===== src/rtl/cdb_arbiter.sv =====
// Round-robin arbiter for the Common Data Bus. Picks at most one completing
// functional unit per cycle and broadcasts its tag/result one cycle later.
module cdb_arbiter #(
  parameter  int NUM_REQ    = 4,
  parameter  int TAG_WIDTH  = 5,
  parameter  int DATA_WIDTH = 32,
  localparam int PTR_W      = (NUM_REQ > 1) ? $clog2(NUM_REQ) : 1
) (
  input  logic                            clk,
  input  logic                            reset,
  input  logic                            flush,
  input  logic [NUM_REQ-1:0]              req_valid,
  input  logic [NUM_REQ*TAG_WIDTH-1:0]    req_tag,
  input  logic [NUM_REQ*DATA_WIDTH-1:0]   req_data,
  output logic [NUM_REQ-1:0]              req_grant,
  output logic                            cdb_valid,
  output logic [TAG_WIDTH-1:0]            cdb_tag,
  output logic [DATA_WIDTH-1:0]           cdb_data,
  output logic [PTR_W-1:0]                rr_ptr
);

  // Wrap constants sized to the pointer so the modulo search stays width-clean.
  localparam logic [PTR_W:0]   NREQ = (PTR_W+1)'(NUM_REQ);
  localparam logic [PTR_W-1:0] LAST = PTR_W'(NUM_REQ - 1);

  logic [TAG_WIDTH-1:0]  tag_arr  [NUM_REQ];
  logic [DATA_WIDTH-1:0] data_arr [NUM_REQ];
  logic [PTR_W-1:0]      win;
  logic                  any_grant;

  // Unpack the flat request buses into per-unit views.
  for (genvar i = 0; i < NUM_REQ; i++) begin : g_unpack
    assign tag_arr[i]  = req_tag[i*TAG_WIDTH +: TAG_WIDTH];
    assign data_arr[i] = req_data[i*DATA_WIDTH +: DATA_WIDTH];
  end

  // Rotating priority search starting at rr_ptr; only valid/ptr/flush/reset
  // feed the grant so there is no path from tag or data.
  always_comb begin
    logic [PTR_W:0] idx;
    idx       = '0;
    win       = '0;
    any_grant = 1'b0;
    req_grant = '0;
    if (reset && !flush) begin
      for (int k = 0; k < NUM_REQ; k++) begin
        idx = {1'b0, rr_ptr} + (PTR_W+1)'(k);
        if (idx >= NREQ) idx = idx - NREQ;
        if (!any_grant && req_valid[idx[PTR_W-1:0]]) begin
          any_grant = 1'b1;
          win       = idx[PTR_W-1:0];
        end
      end
    end
    if (any_grant) req_grant[win] = 1'b1;
  end

  // Broadcast register and pointer advance; tag/data keep their last value
  // when idle so the bus does not toggle needlessly.
  always_ff @(posedge clk) begin
    if (!reset) begin
      rr_ptr    <= '0;
      cdb_valid <= 1'b0;
      cdb_tag   <= '0;
      cdb_data  <= '0;
    end else begin
      cdb_valid <= any_grant;
      if (any_grant) begin
        cdb_tag  <= tag_arr[win];
        cdb_data <= data_arr[win];
        rr_ptr   <= (win == LAST) ? '0 : win + 1'b1;
      end
    end
  end

endmodule


===== config.mk =====
export PLATFORM = sky130hd
export DESIGN_NAME = cdb_arbiter
export DESIGN_NICKNAME = d
export VERILOG_FILES = /design/src/rtl/cdb_arbiter.sv
export SDC_FILE = /design/constraint.sdc
export NUM_CORES = 1
export LEC_CHECK = 0
export CAP_MARGIN = 30
export CORE_ASPECT_RATIO = 1.5
export CORE_UTILIZATION = 35
export CTS_CLUSTER_SIZE = 8
export DETAILED_ROUTE_END_ITERATION = 10
export PLACE_DENSITY = 0.87
export RECOVER_POWER = 100
export SLEW_MARGIN = 10
export SYNTH_ARGS = -nofsm -noshare
export SYNTH_HDL_FRONTEND = slang
export SYNTH_SLANG_ARGS = --single-unit

===== constraint.sdc =====
create_clock -name clk -period 3.1 [get_ports clk]
set_input_delay 0.31 -clock clk [delete_from_list [all_inputs] [get_ports clk]]
set_output_delay 0.31 -clock clk [all_outputs]
set_load 0.02 [all_outputs]

==> impl_metrics.py, run 1 <==
metrics = {
    "power_and_ir_drop": {
        "vdd_drop_max_v": 0.000225,
        "comb_power_share_pct": 38.5,
        "power_mw": 1.50,
        "total_switching_power_uw": 447,
        "power.density_nw_per_um2": 334,
        "static-leakage-power_nw": 1.90,
        "pwr-share-seq_pct": 39.9,
        "swShare_pct": 29.9,
        "internal_power_mw": 1.05,
        "share_clk_of_total_power_pct": 21.6,
    },
    "place": {
        "placed_cells_incl_taps": 519,
        "dpl-instance-area_um2": 4420,
        "buffer_ports.inserted": 198,
        "dp_worst_setup_slack_ns": 0.113,
        "place.detailed.hpwl_mm": 6.99,
        "routabilityCongestion": 0.772,
    },
    "synthesis": {
        "portion_of_the_post_synthesis_area_used_by_sequential_elements_pct": 33.9,
        "synth.distinct_cells": 32,
        "post_synth_top_area_share_pct": 33.9,
        "post_synth_inst_count": 256,
        "yosys.area_share.simple_pct": 13.1,
        "yosysWarningCount": 0,
        "synth.top_cells.by_area": "sky130_fd_sc_hd__dfxtp_1 34%, sky130_fd_sc_hd__mux2i_1 16%, sky130_fd_sc_hd__o221ai_1 14%",
        "dominant_combinational_cell_family_by_area_after_synthesis": "compound AO/OA/AOI/OAI gates",
        "post_synth_xor_area_fraction_pct": 0,
        "post_synth.cell_area_avg_um2": 9.24,
        "synth_compound_area_share_pct": 28.9,
        "post_synthesis_cell_area_um2": 2360,
        "post_synth_fa_ha_maj_area_fraction_pct": 2.12,
        "synth_fp_nets": 415,
        "synth_largest_area_cell": "sky130_fd_sc_hd__dfxtp_1",
        "ys_ff_latch": 40,
        "multiplexer_fraction_of_the_synthesized_cell_area_pct": 15.7,
    },
    "flow_run": {
        "cap_violations": 0,
    },
    "floorplanning": {
        "fp.dieH_um": 103,
        "starting_density_of_the_core_pct": 36.2,
        "core_area_um2": 6530,
        "die_x_um": 69.1,
        "die_area_um2": 7100,
        "num_io_pins": 199,
        "row_count": 36,
    },
    "min_path": {
        "hp-start": "cdb_data[20]$_SDFFE_PN0P_",
        "worstHoldPathCells": 2,
        "type_of_the_worst_min_delay_path": "register to register",
        "worst_hold_path.endpoint": "cdb_data[20]$_SDFFE_PN0P_",
    },
    "global_route": {
        "globalRouteTotalUtil_pct": 24.3,
        "grt_overflow_total": 0,
        "grt_pass1_wl_mm": 13.9,
        "via_count_of_the_first_global_routing_pass": 2898,
        "pin_count_of_the_biggest_net_entering_global_routing": 43,
        "antenna_found_initial": 0,
    },
    "route": {
        "avgRoutedWirePerCell_um": 17.0,
        "drc": 0,
        "routed_wl_mm": 8.93,
        "dr.pass1.iters": 4,
        "vias": 2901,
        "vias_per_cell": 5.52,
        "first_iter_violations": 125,
        "postRouteAntennaNets": 0,
    },
    "clock_network": {
        "cts-buffers-inserted": 5,
        "numClockSinks": 40,
        "post_cts_resize_count": 0,
        "clock_tree_from_tritoncts": "done",
        "clk_root_buffer_cell": "sky130_fd_sc_hd__clkbuf_8",
        "htree_num_levels": 2,
        "clock_path_buffers": 2,
        "clkTransAtPathRegs_ns": 0.07,
        "worst_skew_pair.late_latency_ns": 0.28,
    },
    "status": {
        "run_status": "finished, final reports clean",
    },
    "sta": {
        "period_minus_slack_ns": 2.97,
        "setup_repair_after_global_routing_missed_its_margin": "false",
        "period_share_pct": 95.8,
        "holdWs_ns": 0.476,
        "setup-tns-final_ns": 0,
        "finalSetupViolCount": 0,
        "max_freq_ghz": 0.337,
        "max_slew_margin_pct": 27.9,
        "fin_skew_ns": 0.00469,
        "hold_viol": 0,
        "timing_worst_slew_pin_value_ns": 1.08,
        "fin_ws_ns": 0.131,
        "report.final.slew_viol_count": 0,
    },
    "finish": {
        "final_core_util_pct": 68.7,
        "layoutNonFillerInstCount": 526,
        "antenna-diode-count": 0,
        "layout.cells.most_common_list": "157 x sky130_fd_sc_hd__clkdlybuf4s50_1, 41 x sky130_fd_sc_hd__dlygate4sd3_1, 40 x sky130_fd_sc_hd__dfxtp_1",
        "commonest_non_fill_non_tap_cell_in_the_layout": "sky130_fd_sc_hd__clkdlybuf4s50_1",
        "final_layout_size_suffix_gt1_share_pct": 5.33,
        "final_cell_area_um2": 4480,
        "layout.nets": 609,
        "syn_to_final_growth_pct": 89.6,
    },
    "critical_path": {
        "worst-endpoint-required_ns": 2.79,
        "critical_path.max_fanout": 8,
        "ff2ff_setup_slack_ns": 0.52,
        "worst-r2r-cell-count": 7,
        "worst_setup_path_end_kind": "primary output",
        "critical_path.reg2reg.endpoint": "cdb_data[6]$_SDFFE_PN0P_",
        "worst_r2r_startpoint": "rr_ptr[0]$_SDFFE_PN0P_",
        "timing_worst_setup_path_type": "input pin to primary output",
        "timing.critical_path.from_type": "input pin",
        "critical_path_data_arrival_time_ns": 2.66,
    },
}
-- cell type report --
type / instances / area [µm²]
well taps: 76 / 95.1
inverters: 8 / 32.5
clock inverters: 1 / 5.00
repair buffers: 208 / 2060
flip-flops and latches: 40 / 801
multi-input cells: 187 / 1410
clock buffers: 6 / 72.6
fillers: 563 / 2050
-- synthesized netlist by cell type --
master / count
sky130_fd_sc_hd__inv_2: 1
sky130_fd_sc_hd__o211a_1: 1
sky130_fd_sc_hd__o21ai_1: 1
sky130_fd_sc_hd__o221ai_1: 37
sky130_fd_sc_hd__o21bai_1: 1
sky130_fd_sc_hd__buf_2: 13
sky130_fd_sc_hd__nand2b_1: 6
sky130_fd_sc_hd__buf_4: 2
sky130_fd_sc_hd__nor3b_4: 1
sky130_fd_sc_hd__nor2_1: 4
sky130_fd_sc_hd__nand3b_1: 1
sky130_fd_sc_hd__mux2i_1: 37
sky130_fd_sc_hd__and2_1: 4
sky130_fd_sc_hd__a21oi_1: 4
sky130_fd_sc_hd__inv_4: 1
sky130_fd_sc_hd__nand2_2: 1
sky130_fd_sc_hd__buf_6: 2
sky130_fd_sc_hd__a2bb2oi_1: 4
sky130_fd_sc_hd__nor4_2: 1
sky130_fd_sc_hd__o21a_1: 1
sky130_fd_sc_hd__o211ai_1: 33
sky130_fd_sc_hd__ha_1: 4
sky130_fd_sc_hd__nand2_1: 39
sky130_fd_sc_hd__inv_1: 6
sky130_fd_sc_hd__a221oi_1: 1
sky130_fd_sc_hd__clkbuf_1: 4
sky130_fd_sc_hd__nor2b_1: 1
sky130_fd_sc_hd__o21ai_0: 1
sky130_fd_sc_hd__nor3_2: 1
sky130_fd_sc_hd__and4bb_2: 2
sky130_fd_sc_hd__dfxtp_1: 40
sky130_fd_sc_hd__a211oi_2: 1
-- kinds of logic after synthesis --
kind of cell    Yosys count
fa+ha+maj                 4
flops                    40
simple gates             61
buf+inv                  29
mux                      37
compound gates           85
-- state kept, by name, indices dropped and copies added, names as in the netlist --
| signal | count |
|---|---|
| cdb_data | 32 |
| cdb_valid | 1 |
| cdb_tag | 5 |
| rr_ptr | 2 |
-- power groups by stage --
stage	logic, mW	registers (mW)	clock network, mW
2_1_floorplan	0.171	0.675	0
3_3_place_gp	0.586	0.608	0
3_5_place_dp	0.596	0.611	0
4_1_cts	0.599	0.600	0.341
5_1_grt	0.613	0.604	0.359
6_report	0.575	0.597	0.324
-- timing repair --
action,in CTS,in global routing
setup buffers,0,0
hold endpoints to repair,0,0
hold buffers,0,0
setup endpoints to repair,0,2
-- routing by layer --
| layer | vias up | global-route usage [%] | wire, µm | share of wire, % |
|---|---|---|---|---|
| li1 | 1388 | - | - | - |
| met1 | 1372 | 26.1 | 3410 | 38 |
| met2 | 127 | 46.7 | 4870 | 55 |
| met3 | 14 | 5.47 | 529 | 5.9 |
| met4 | 0 | 8.01 | 117 | 1.3 |
| met5 | - | 0 | 0 | 0 |
-- how the worst max path moves through the flow --
stage,cells past startpoint,to,startpoint,slack (ns)
floorplan,7,req_grant[0],rr_ptr[0]$_SDFFE_PN0P_,0.99
global placement,8,req_grant[1],req_valid[0],0.28
detailed placement,8,req_grant[1],req_valid[0],0.11
CTS,8,req_grant[1],req_valid[0],0.1
global route,8,req_grant[1],req_valid[0],0.02
finish,7,req_grant[3],req_valid[0],0.13
-- worst max-delay path: stages --
cell,delay (ns)
sky130_fd_sc_hd__clkdlybuf4s50_1,0.54
sky130_fd_sc_hd__nor4_1,0.57
sky130_fd_sc_hd__a211oi_2,0.06
sky130_fd_sc_hd__nor3b_4,0.20
sky130_fd_sc_hd__ha_1,0.21
sky130_fd_sc_hd__and2_1,0.13
sky130_fd_sc_hd__dlygate4sd3_1,0.64
Note: power is estimated with default switching activity, not from simulation.
==> inputs of run 2 (changes only) <==
CAP_MARGIN = 10   (was 30)
==> results of run 2 <==
Final layout, timing and power as in run 1 (identical DEF).
==> inputs of run 3 (changes only) <==
CORE_MARGIN = 2   (was unset)
==> impl_metrics.py, run 3 (same netlist as run 1, synthesis figures left out) <==
metrics = {
    "finish": {
        "commonest_non_fill_non_tap_cell_in_the_layout": "sky130_fd_sc_hd__clkdlybuf4s50_1",
        "antenna-diode-count": 0,
        "syn_to_final_growth_pct": 88.9,
        "layout.cells.most_common_list": "158 x sky130_fd_sc_hd__clkdlybuf4s50_1, 40 x sky130_fd_sc_hd__dfxtp_1, 40 x sky130_fd_sc_hd__dlygate4sd3_1",
        "largest_register": "cdb_data",
        "largest_register_ff_count": 32,
        "final_layout_size_suffix_gt1_share_pct": 4.93,
        "layoutNonFillerInstCount": 522,
        "layout.nets": 607,
        "reg.largest.list": "cdb_data (32), cdb_tag (5), rr_ptr (2)",
    },
    "power_and_ir_drop": {
        "pwr-share-seq_pct": 40.4,
        "vdd_drop_max_v": 0.000192,
        "comb_power_share_pct": 38.8,
        "power.density_nw_per_um2": 330,
        "internal_power_mw": 1.04,
        "share_clk_of_total_power_pct": 20.7,
        "total_switching_power_uw": 436,
        "power_mw": 1.47,
        "swShare_pct": 29.6,
        "static-leakage-power_nw": 1.88,
    },
    "min_path": {
        "worst_hold_path.endpoint": "cdb_data[6]$_SDFFE_PN0P_",
        "worstHoldPathCells": 2,
        "type_of_the_worst_min_delay_path": "register to register",
        "hp-start": "cdb_data[6]$_SDFFE_PN0P_",
    },
    "flow_run": {
        "cap_violations": 0,
    },
    "critical_path": {
        "critical-path-max-stage-delay_ns": 0.60,
        "timing.critical_path.from_type": "input pin",
        "worst-endpoint-required_ns": 2.79,
        "crit_path_top_delay_cell": "sky130_fd_sc_hd__clkdlybuf4s50_1",
        "worst_r2r_startpoint": "rr_ptr[0]$_SDFFE_PN0P_",
        "worst_setup_path_end_kind": "primary output",
        "critical_path.max_fanout": 7,
        "crit_chain": "clkdlybuf4s50_1 > nor2_1 > a211oi_2 > nor3b_4 > ha_1 > and2_0 > clkdlybuf4s50_1",
        "ff2ff_setup_slack_ns": 0.46,
        "timing_worst_setup_path_type": "input pin to primary output",
        "critical_path.reg2reg.endpoint": "cdb_data[20]$_SDFFE_PN0P_",
        "critical_path_data_arrival_time_ns": 2.61,
        "cpMostUsedCell": "sky130_fd_sc_hd__clkdlybuf4s50_1",
        "worst-r2r-cell-count": 7,
    },
    "floorplanning": {
        "starting_density_of_the_core_pct": 36.2,
        "die_area_um2": 7440,
        "row_count": 36,
        "die_x_um": 71.1,
        "core_area_um2": 6530,
        "num_io_pins": 199,
        "fp.dieH_um": 105,
    },
    "clock_network": {
        "numClockSinks": 40,
        "clock_tree_from_tritoncts": "done",
        "clk_root_buffer_cell": "sky130_fd_sc_hd__clkbuf_8",
        "htree_num_levels": 2,
        "worst_skew_pair.late_latency_ns": 0.28,
        "cts-buffers-inserted": 5,
        "clkTransAtPathRegs_ns": 0.07,
        "post_cts_hold_buffer_count": 0,
        "clock_path_buffers": 2,
        "cts_setup_buffers": 0,
        "post_cts_resize_count": 0,
    },
    "sta": {
        "report.final.slew_viol_count": 0,
        "max_freq_ghz": 0.342,
        "holdWs_ns": 0.464,
        "fin_skew_ns": 0.00640,
        "timing_worst_slew_pin_value_ns": 1.10,
        "max_slew_margin_pct": 26.4,
        "hold_viol": 0,
        "finalSetupViolCount": 0,
        "period_minus_slack_ns": 2.92,
        "period_share_pct": 94.2,
        "setup-tns-final_ns": 0,
        "setup_repair_after_global_routing_missed_its_margin": "false",
    },
    "status": {
        "run_status": "finished, final reports clean",
    },
    "route": {
        "vias_per_cell": 5.45,
        "drc": 0,
        "postRouteAntennaNets": 0,
        "avgRoutedWirePerCell_um": 16.8,
        "routed_wl_mm": 8.78,
        "dr.pass1.iters": 4,
        "first_iter_violations": 86,
        "vias": 2844,
    },
    "global_route": {
        "antenna_found_initial": 0,
        "pin_count_of_the_biggest_net_entering_global_routing": 49,
        "via_count_of_the_first_global_routing_pass": 2884,
        "globalRouteTotalUtil_pct": 23.6,
        "grt_overflow_total": 0,
        "grt_pass1_wl_mm": 14.2,
    },
    "place": {
        "buffer_ports.inserted": 198,
        "placed_cells_incl_taps": 517,
        "routabilityCongestion": 0.857,
        "place.detailed.hpwl_mm": 6.89,
    },
}
==> run 3: changes by cell type in the layout (fill, tap and decap cells not counted), sizes merged <==
cell | before | now
clkbuf | 8 | 6
clkdlybuf4s50 | 157 | 158
dlygate4sd3 | 41 | 40
buf | 8 | 7
clkinv | 1 | 0
==> run 3: stage by stage <==
stage	worst slack [ns]	cell area, µm²	util (%)
floorplan	0.989	2360	-
global placement	0.297	4400	67.4
detailed placement	0.193	4400	67.4
CTS	0.179	4470	68.5
global route	0.0648	4470	68.4
finish	0.180	4470	68.4
==> run 3: worst max-delay path: cells and delay by family <==
| kind | cells | cell delay [ns] |
|---|---|---|
| compound gates | 1 | 0.26 |
| fa+ha+maj | 1 | 0.19 |
| buf+inv | 2 | 1.20 |
| simple gates | 3 | 0.64 |
==> run 3: worst max-delay path by stage <==
stage	from	end	slack, ns
floorplan	rr_ptr[0]$_SDFFE_PN0P_	req_grant[0]	0.99
global placement	req_valid[0]	req_grant[0]	0.30
detailed placement	req_valid[1]	req_grant[2]	0.19
CTS	req_valid[1]	req_grant[2]	0.18
global route	req_valid[0]	req_grant[0]	0.06
finish	req_valid[1]	req_grant[3]	0.18
==> run 3: metal layers <==
layer / part of all wire [%] / vias up / track usage [%]
met4: 2.1 / 0 / 7.28
met2: 55 / 134 / 43.7
met1: 37 / 1317 / 26.2
met5: 0 / - / 0
met3: 6.0 / 14 / 4.92
li1: - / 1379 / -
==> run 3: cell type report <==
cell class,count,area [µm²]
clock buffers,5,68.8
well taps,76,95.1
fillers,512,2060
flip-flops and latches,40,801
repair buffers,206,2050
inverters,8,32.5
multi-input cells,187,1420
==> run 3: power by group through the flow <==
stage	logic, mW	registers, mW	clock network [mW]
6_report	0.573	0.596	0.306
5_1_grt	0.612	0.603	0.342
4_1_cts	0.596	0.599	0.317
3_5_place_dp	0.593	0.610	0
3_3_place_gp	0.584	0.607	0
2_1_floorplan	0.171	0.675	0
